[src/rtl/hash_feat_collect.sv]
// Collects one interpolated feature word per hash-grid level into a single
// vector, then queues finished vectors in a 2-entry output FIFO.
module hash_feat_collect #(
  parameter int DATA_SIZE = 32,
  parameter int NUM_LEVEL = 16
) (
  input  logic                 clk,
  input  logic                 rst,
  input  logic                 start,
  output logic                 start_ready,
  output logic [NUM_LEVEL-1:0] level_en,
  input  logic [NUM_LEVEL-1:0] level_done,
  input  logic [DATA_SIZE-1:0] level_feat [0:NUM_LEVEL-1],
  output logic                 out_valid,
  input  logic                 out_ready,
  output logic [DATA_SIZE-1:0] out_feat [0:NUM_LEVEL-1],
  output logic                 busy,
  output logic                 err
);

  localparam logic [1:0] IDLE    = 2'd0;
  localparam logic [1:0] ISSUE   = 2'd1;
  localparam logic [1:0] COLLECT = 2'd2;
  localparam logic [1:0] PUSH    = 2'd3;

  logic [1:0]           state;
  logic [NUM_LEVEL-1:0] mask;
  logic [DATA_SIZE-1:0] stage    [0:NUM_LEVEL-1];
  logic [DATA_SIZE-1:0] fifo_mem [0:1][0:NUM_LEVEL-1];
  logic [1:0]           count;
  logic                 rd_ptr;
  logic                 wr_ptr;
  logic                 push;
  logic                 pop;
  logic [1:0]           count_after_pop;
  logic                 rd_ptr_next;

  assign start_ready     = (state == IDLE) && (count < 2'd2);
  assign level_en        = (state == ISSUE) ? {NUM_LEVEL{1'b1}} : {NUM_LEVEL{1'b0}};
  assign busy            = (state != IDLE);
  assign push            = (state == PUSH);
  assign pop             = out_valid && out_ready;
  assign count_after_pop = count - {1'b0, pop};
  assign rd_ptr_next     = rd_ptr ^ pop;

  always_ff @(posedge clk) begin
    if (rst) begin
      state <= IDLE;
      mask  <= '0;
      err   <= 1'b0;
    end else begin
      case (state)
        IDLE: begin
          if (|level_done) err <= 1'b1;
          if (start && start_ready) begin
            state <= ISSUE;
            mask  <= '0;
          end
        end
        ISSUE: begin
          if (|level_done) err <= 1'b1;
          state <= COLLECT;
        end
        COLLECT: begin
          // A repeated completion for an already-captured level is a protocol error.
          if (|(level_done & mask)) err <= 1'b1;
          mask <= mask | level_done;
          if (&(mask | level_done)) state <= PUSH;
        end
        PUSH: begin
          if (|level_done) err <= 1'b1;
          state <= IDLE;
        end
        default: state <= IDLE;
      endcase
    end
  end

  always_ff @(posedge clk) begin
    for (int i = 0; i < NUM_LEVEL; i++) begin
      if (state == COLLECT && level_done[i] && !mask[i]) stage[i] <= level_feat[i];
    end
  end

  always_ff @(posedge clk) begin
    if (push) begin
      for (int i = 0; i < NUM_LEVEL; i++) fifo_mem[wr_ptr][i] <= stage[i];
    end
  end

  // Output register is loaded from entries already in the FIFO, so a vector
  // pushed at one edge becomes visible one edge later.
  always_ff @(posedge clk) begin
    if (rst) begin
      count     <= 2'd0;
      rd_ptr    <= 1'b0;
      wr_ptr    <= 1'b0;
      out_valid <= 1'b0;
      for (int i = 0; i < NUM_LEVEL; i++) out_feat[i] <= '0;
    end else begin
      count     <= count + {1'b0, push} - {1'b0, pop};
      wr_ptr    <= wr_ptr ^ push;
      rd_ptr    <= rd_ptr_next;
      out_valid <= (count_after_pop != 2'd0);
      if (count_after_pop != 2'd0) begin
        for (int i = 0; i < NUM_LEVEL; i++) out_feat[i] <= fifo_mem[rd_ptr_next][i];
      end
    end
  end

endmodule

[config.mk]
export PLATFORM = sky130hd
export DESIGN_NAME = hash_feat_collect
export DESIGN_NICKNAME = d
export VERILOG_FILES = /design/src/rtl/hash_feat_collect.sv
export SDC_FILE = /design/constraint.sdc
export NUM_CORES = 2
export LEC_CHECK = 0
export ABC_AREA = 1
export CAP_MARGIN = 10
export CORE_AREA = 2 2 410 412
export CTS_BUF_LIST = sky130_fd_sc_hd__clkbuf_8 sky130_fd_sc_hd__clkbuf_16
export DETAILED_ROUTE_END_ITERATION = 10
export DIE_AREA = 0 0 412 414
export HOLD_SLACK_MARGIN = 0.08
export PLACE_DENSITY = 0.69
export SYNTH_ARGS = -nofsm -noshare
export SYNTH_HDL_FRONTEND = slang
export SYNTH_SLANG_ARGS = --single-unit
[constraint.sdc]
create_clock -name clk -period 12.8 [get_ports clk]
set_clock_uncertainty 0.1 [all_clocks]
set_input_delay 2.56 -clock clk [delete_from_list [all_inputs] [get_ports clk]]
set_output_delay 2.56 -clock clk [all_outputs]
set_load 0.03 [all_outputs]
==> impl.org <==
** Status
- The run finished with clean final reports.

** Setup path
- Across all register-to-register paths, the minimum setup slack is 8.23 ns.
- Startpoint of the most critical register-to-register path :: state[1]
- Data arrives at the worst endpoint at approximately 6.4 ns.
- Startpoint of the most critical setup path :: out_ready
- By startpoint and endpoint, the worst setup path is classified as primary input to flip-flop.
- Termination of the worst setup path :: out_feat[197]
- Data required, critical path :: 13.44 ns
- The endpoint identified for the worst register-to-register timing path is fifo_mem[1][110].
- Largest fanout on the critical path :: 77
- Category of the worst setup path launch point :: primary input
- R2r worst-path depth :: 5
- STA classifies the critical path endpoint as a flip-flop.

** Global routing
- The global routing stage identified its most utilized layer as met2.
- Across every metal layer, demand over resource in global routing totals 21.8%.
- Overflow left after global routing :: 0
- Number of global-route vias before repair :: between 40000 and 50000
- For met3 alone, demand over resource in global routing was 5.61%.
- Maximum number of pins on one net before global-route repair :: 219
- Met1 Resource Use GR :: around 28%
- The number of antenna violations at the first check in global routing was 72.
- The first global-routing pass estimated 275000 um of wire.
- In the global route stage, met2 resource usage came out at around a third.

** STA
- In this run the tightest slew margin relative to its limit is a little over a tenth.
- Of the available clock period, the critical path in the final layout requires between 40 and 50%.
- For the finished layout, the period the worst path requires is 5.72 ns.
- Adding up every negative setup slack in the final design gives 0 ns.
- RSZ-0062 raised after global routing :: no
- Static timing analysis puts the maximum clock frequency at 175 MHz.
- Setup WS post-layout :: 7.08 ns
- Max Slew Vio Count :: 0
- The total count of hold-check failures in the final report was 0.
- Setup violations remaining at the end of the flow were counted as 0.
- For the pin with the worst max-slew slack, the measured transition is 1.34 ns.

** Synthesis
- Post-synth cell types :: 30
- Largest area contributor in the synthesized netlist :: sky130_fd_sc_hd__edfxtp_1
- Number of flops mapped to enable cells by yosys :: around 1500
- After synthesis the netlist holds a flip-flop and latch count of slightly above 2000.
- Yosys printed 0 warnings.
- Ranked by total cell area, the synthesized netlist is headed by sky130_fd_sc_hd__edfxtp_1 (64%), sky130_fd_sc_hd__dfxtp_1 (15%), sky130_fd_sc_hd__o31ai_2 (7.1%).
- Cell area after synthesis :: 71900 um2
- Counting every net in the synthesized netlist gives just over 5000.
- The synthesized design devotes to its leading area cell type 64.1% of total area.
- Count of mapped cells out of synthesis :: 4618
- The most used flip-flop cell after synthesis is sky130_fd_sc_hd__edfxtp_1.
- Counting flops with an async set or reset pin after synthesis yields a share of 0%.
- Mean post-synth cell area :: between 15 and 20 um2
- For this run, the register share of the synthesized area comes to about four fifths.

** Clock tree
- The longest clock path from root to sink contains 3 buffers.
- Total of cells resized after clock tree synthesis :: 0
- The number of clock buffers added by TritonCTS is around 200.
- CTS placed an instance of sky130_fd_sc_hd__clkbuf_16 at the clock tree root.
- For the worst-skew pair, the clock arrives at the later sink with an insertion delay of 0.85 ns.
- TritonCTS clock tree :: built
- The H-tree was split into 4 levels.
- Worst-path clk slew :: 0.06 ns
- CTS Hold Buffers Added :: 0
- The tree built by TritonCTS fans out to 2072 sinks.
- Setup bufs post-CTS :: 0

** Floorplanning
- Width of the chip :: 412 um
- After floorplanning, the core was divided into 150 placement rows.
- The initial utilization of the core area, before any placement, comes to 43.3%.
- Die height :: 414 um
- I/O pin total :: 1064
- Die ar. :: ~170000 um2
- Core region area :: 166000 um2

** Routing
- Antenna viol nets, final :: 0
- After detailed routing, the number of remaining DRC violations is 0.
- After detailed routing, the total wire length is 193000 um.
- Routed len/inst :: 23.9 um
- Number of detailed-routing iterations run before antenna repair :: 5
- Number of vias in the routed layout :: between 40000 and 50000
- Using the TritonRoute via totals, the vias-per-cell ratio works out to 5.29.
- After the first detailed-routing iteration, the DRC count stood at 3529.

** Finish
- # nets final :: 6181
- Layout cells sized above 1 :: 13.5%
- Compared with the post-synthesis result, the final layout area differs by 26.5%.
- Summing all multi-input logic gate instances after layout gives 13200 um2.
- Final standard cell utilization of the core :: 54.7%
- Register area :: between 50000 and 60000 um2
- FILL cells :: 13100

** Min path
- Hold Crit Class :: flip-flop to flip-flop

** Placement
- IO buf count :: 1063
- RD Place Congestion :: ~0.82
- The wire-length estimate of the detail-placed layout is 118000 um.
- Setup slack after placement :: 6.31 ns

** Power
- For this design the static power due to leakage is roughly 31 nW.
- Power spread over the standard cell area amounts to 225 nW/um2.
- IR analysis of the VDD net gives a maximum drop of roughly 220 uV.

** Job
- Across the run, the number of max-cap violations was 0.
[power by group]
part / internal, W / total [W] / leakage (nW) / switching [W]
Combinational: 0.00183 / 0.00555 / 9.05 / 0.00372
Clock: 0.00336 / 0.00590 / 3.57 / 0.00255
Sequential: 0.00842 / 0.00900 / 18.2 / 0.000573
Total: 0.0136 / 0.0205 / 30.9 / 0.00684
[logic make-up (layout without fill, tap and decap cells)]
kind of cell               Yosys count  after routing  share of synthesized area [%]
and+or+nand+nor                   1650           1650                           9.59
AOI/OAI and AO/OA                  552            552                           8.48
DFF                               2072           2072                           79.0
xor gates and xnor gates             1              1                         0.0122
other                                0             45                              0
buffers and inverters              335           1540                           2.76
adders and majority gates            8              8                          0.139
[cell type report]
cell class / count / area share, %
sequential: 2072 / 62.5
multi-input combinational: 2211 / 14.5
timing repair buffer: 1118 / 12.2
clock buffer: 236 / 6.13
tap: 2204 / 3.03
clock inverter: 152 / 1.29
inverter: 34 / 0.186
antenna: 45 / 0.124
[cell usage in the layout, fill, tap and decap left out]
master                            instances
sky130_fd_sc_hd__nand4_1                  7
sky130_fd_sc_hd__a211oi_1                 1
sky130_fd_sc_hd__o31ai_1                101
sky130_fd_sc_hd__clkbuf_8                29
sky130_fd_sc_hd__clkinv_2                26
sky130_fd_sc_hd__inv_6                    4
sky130_fd_sc_hd__nand3_2                  1
sky130_fd_sc_hd__o21ai_0                 19
sky130_fd_sc_hd__clkinvlp_4               4
sky130_fd_sc_hd__clkbuf_16              207
sky130_fd_sc_hd__nand2_8                  1
sky130_fd_sc_hd__inv_8                    3
sky130_fd_sc_hd__inv_2                    1
sky130_fd_sc_hd__bufinv_16               12
sky130_fd_sc_hd__clkinv_1                25
sky130_fd_sc_hd__xor2_1                   1
sky130_fd_sc_hd__ha_1                     6
sky130_fd_sc_hd__ha_4                     2
sky130_fd_sc_hd__diode_2                 45
sky130_fd_sc_hd__inv_16                   2
sky130_fd_sc_hd__nand2_1                 50
sky130_fd_sc_hd__and2_4                   1
sky130_fd_sc_hd__clkdlybuf4s50_1       1063
sky130_fd_sc_hd__clkinv_8                 1
sky130_fd_sc_hd__inv_1                   99
sky130_fd_sc_hd__nor2_1                1058
sky130_fd_sc_hd__or2_1                    1
sky130_fd_sc_hd__dfxtp_1                536
sky130_fd_sc_hd__clkinv_4                 2
sky130_fd_sc_hd__buf_12                   7
sky130_fd_sc_hd__a21oi_1                 20
sky130_fd_sc_hd__o31ai_2                411
sky130_fd_sc_hd__clkinv_16                7
sky130_fd_sc_hd__nand2_2                  1
sky130_fd_sc_hd__edfxtp_1              1536
sky130_fd_sc_hd__buf_4                   48
sky130_fd_sc_hd__nand3_1                513
sky130_fd_sc_hd__nor3_2                  16
sky130_fd_sc_hd__or2_2                    1
[synthesized netlist by cell type, types with 3 or more instances]
| library cell | n |
|---|---|
| sky130_fd_sc_hd__o31ai_2 | 411 |
| sky130_fd_sc_hd__nand2_1 | 50 |
| sky130_fd_sc_hd__buf_1 | 34 |
| sky130_fd_sc_hd__edfxtp_1 | 1536 |
| sky130_fd_sc_hd__buf_6 | 49 |
| sky130_fd_sc_hd__inv_1 | 29 |
| sky130_fd_sc_hd__clkbuf_1 | 78 |
| sky130_fd_sc_hd__o31ai_1 | 101 |
| sky130_fd_sc_hd__buf_8 | 4 |
| sky130_fd_sc_hd__nand4_1 | 7 |
| sky130_fd_sc_hd__inv_2 | 3 |
| sky130_fd_sc_hd__o21ai_0 | 19 |
| sky130_fd_sc_hd__ha_1 | 8 |
| sky130_fd_sc_hd__nand3_1 | 513 |
| sky130_fd_sc_hd__a21oi_1 | 20 |
| sky130_fd_sc_hd__buf_2 | 84 |
| sky130_fd_sc_hd__nor2_1 | 1058 |
| sky130_fd_sc_hd__dfxtp_1 | 536 |
| sky130_fd_sc_hd__buf_4 | 52 |
| sky130_fd_sc_hd__nor3_1 | 16 |
[stage by stage]
stage | area (um2) | hold slack (ns) | instances | power, W
after floorplan | 71900 | 0.321 | 4618 | 0.0124
after global placement | 84100 | 0.322 | 7639 | 0.0146
after detailed placement | 84100 | 0.329 | 7639 | 0.0147
after CTS | 90900 | 0.319 | 8027 | 0.0206
after global routing | 91000 | 0.324 | 8069 | 0.0212
final | 91000 | 0.311 | 8072 | 0.0205
[worst max-delay path, cell delays in order]
cell and delay (ns):
sky130_fd_sc_hd__clkdlybuf4s50_1 0.42, sky130_fd_sc_hd__nand2_2 0.12, sky130_fd_sc_hd__inv_2 0.06, sky130_fd_sc_hd__nand2_1 0.06
sky130_fd_sc_hd__and2_4 0.70, sky130_fd_sc_hd__buf_4 0.91, sky130_fd_sc_hd__buf_4 0.90, sky130_fd_sc_hd__nor2_1 0.16
sky130_fd_sc_hd__o31ai_2 0.29
[routing by layer]
| metal | vias to the layer above | wire [um] |
|---|---|---|
| met5 | - | 251 |
| met4 | 38 | 8000 |
| met3 | 365 | 15200 |
| met2 | 1693 | 93200 |
| met1 | 21500 | 76100 |
| li1 | 19100 | - |
[worst min path at each step]
| stage | from | to | slack, ns | cells past startpoint |
|---|---|---|---|---|
| floorplan | stage[1][224] | fifo_mem[0][0] | 0.32 | 0 |
| detailed placement | stage[0][143] | fifo_mem[0][367] | 0.33 | 0 |
| CTS | stage[1][144] | fifo_mem[0][112] | 0.32 | 0 |
| finish | stage[1][144] | fifo_mem[0][112] | 0.31 | 0 |
| global route | stage[1][131] | fifo_mem[1][99] | 0.32 | 0 |
| global placement | stage[0][65] | fifo_mem[1][417] | 0.32 | 0 |
[registers in the layout, summed over array words and instances, names as in the netlist]
signal and count:
count 2, err 1, fifo_mem 1024, mask 16, out_feat 512, out_valid 1
rd_ptr 1, stage 512, state 2, wr_ptr 1
(Power assumes the default switching activity.)
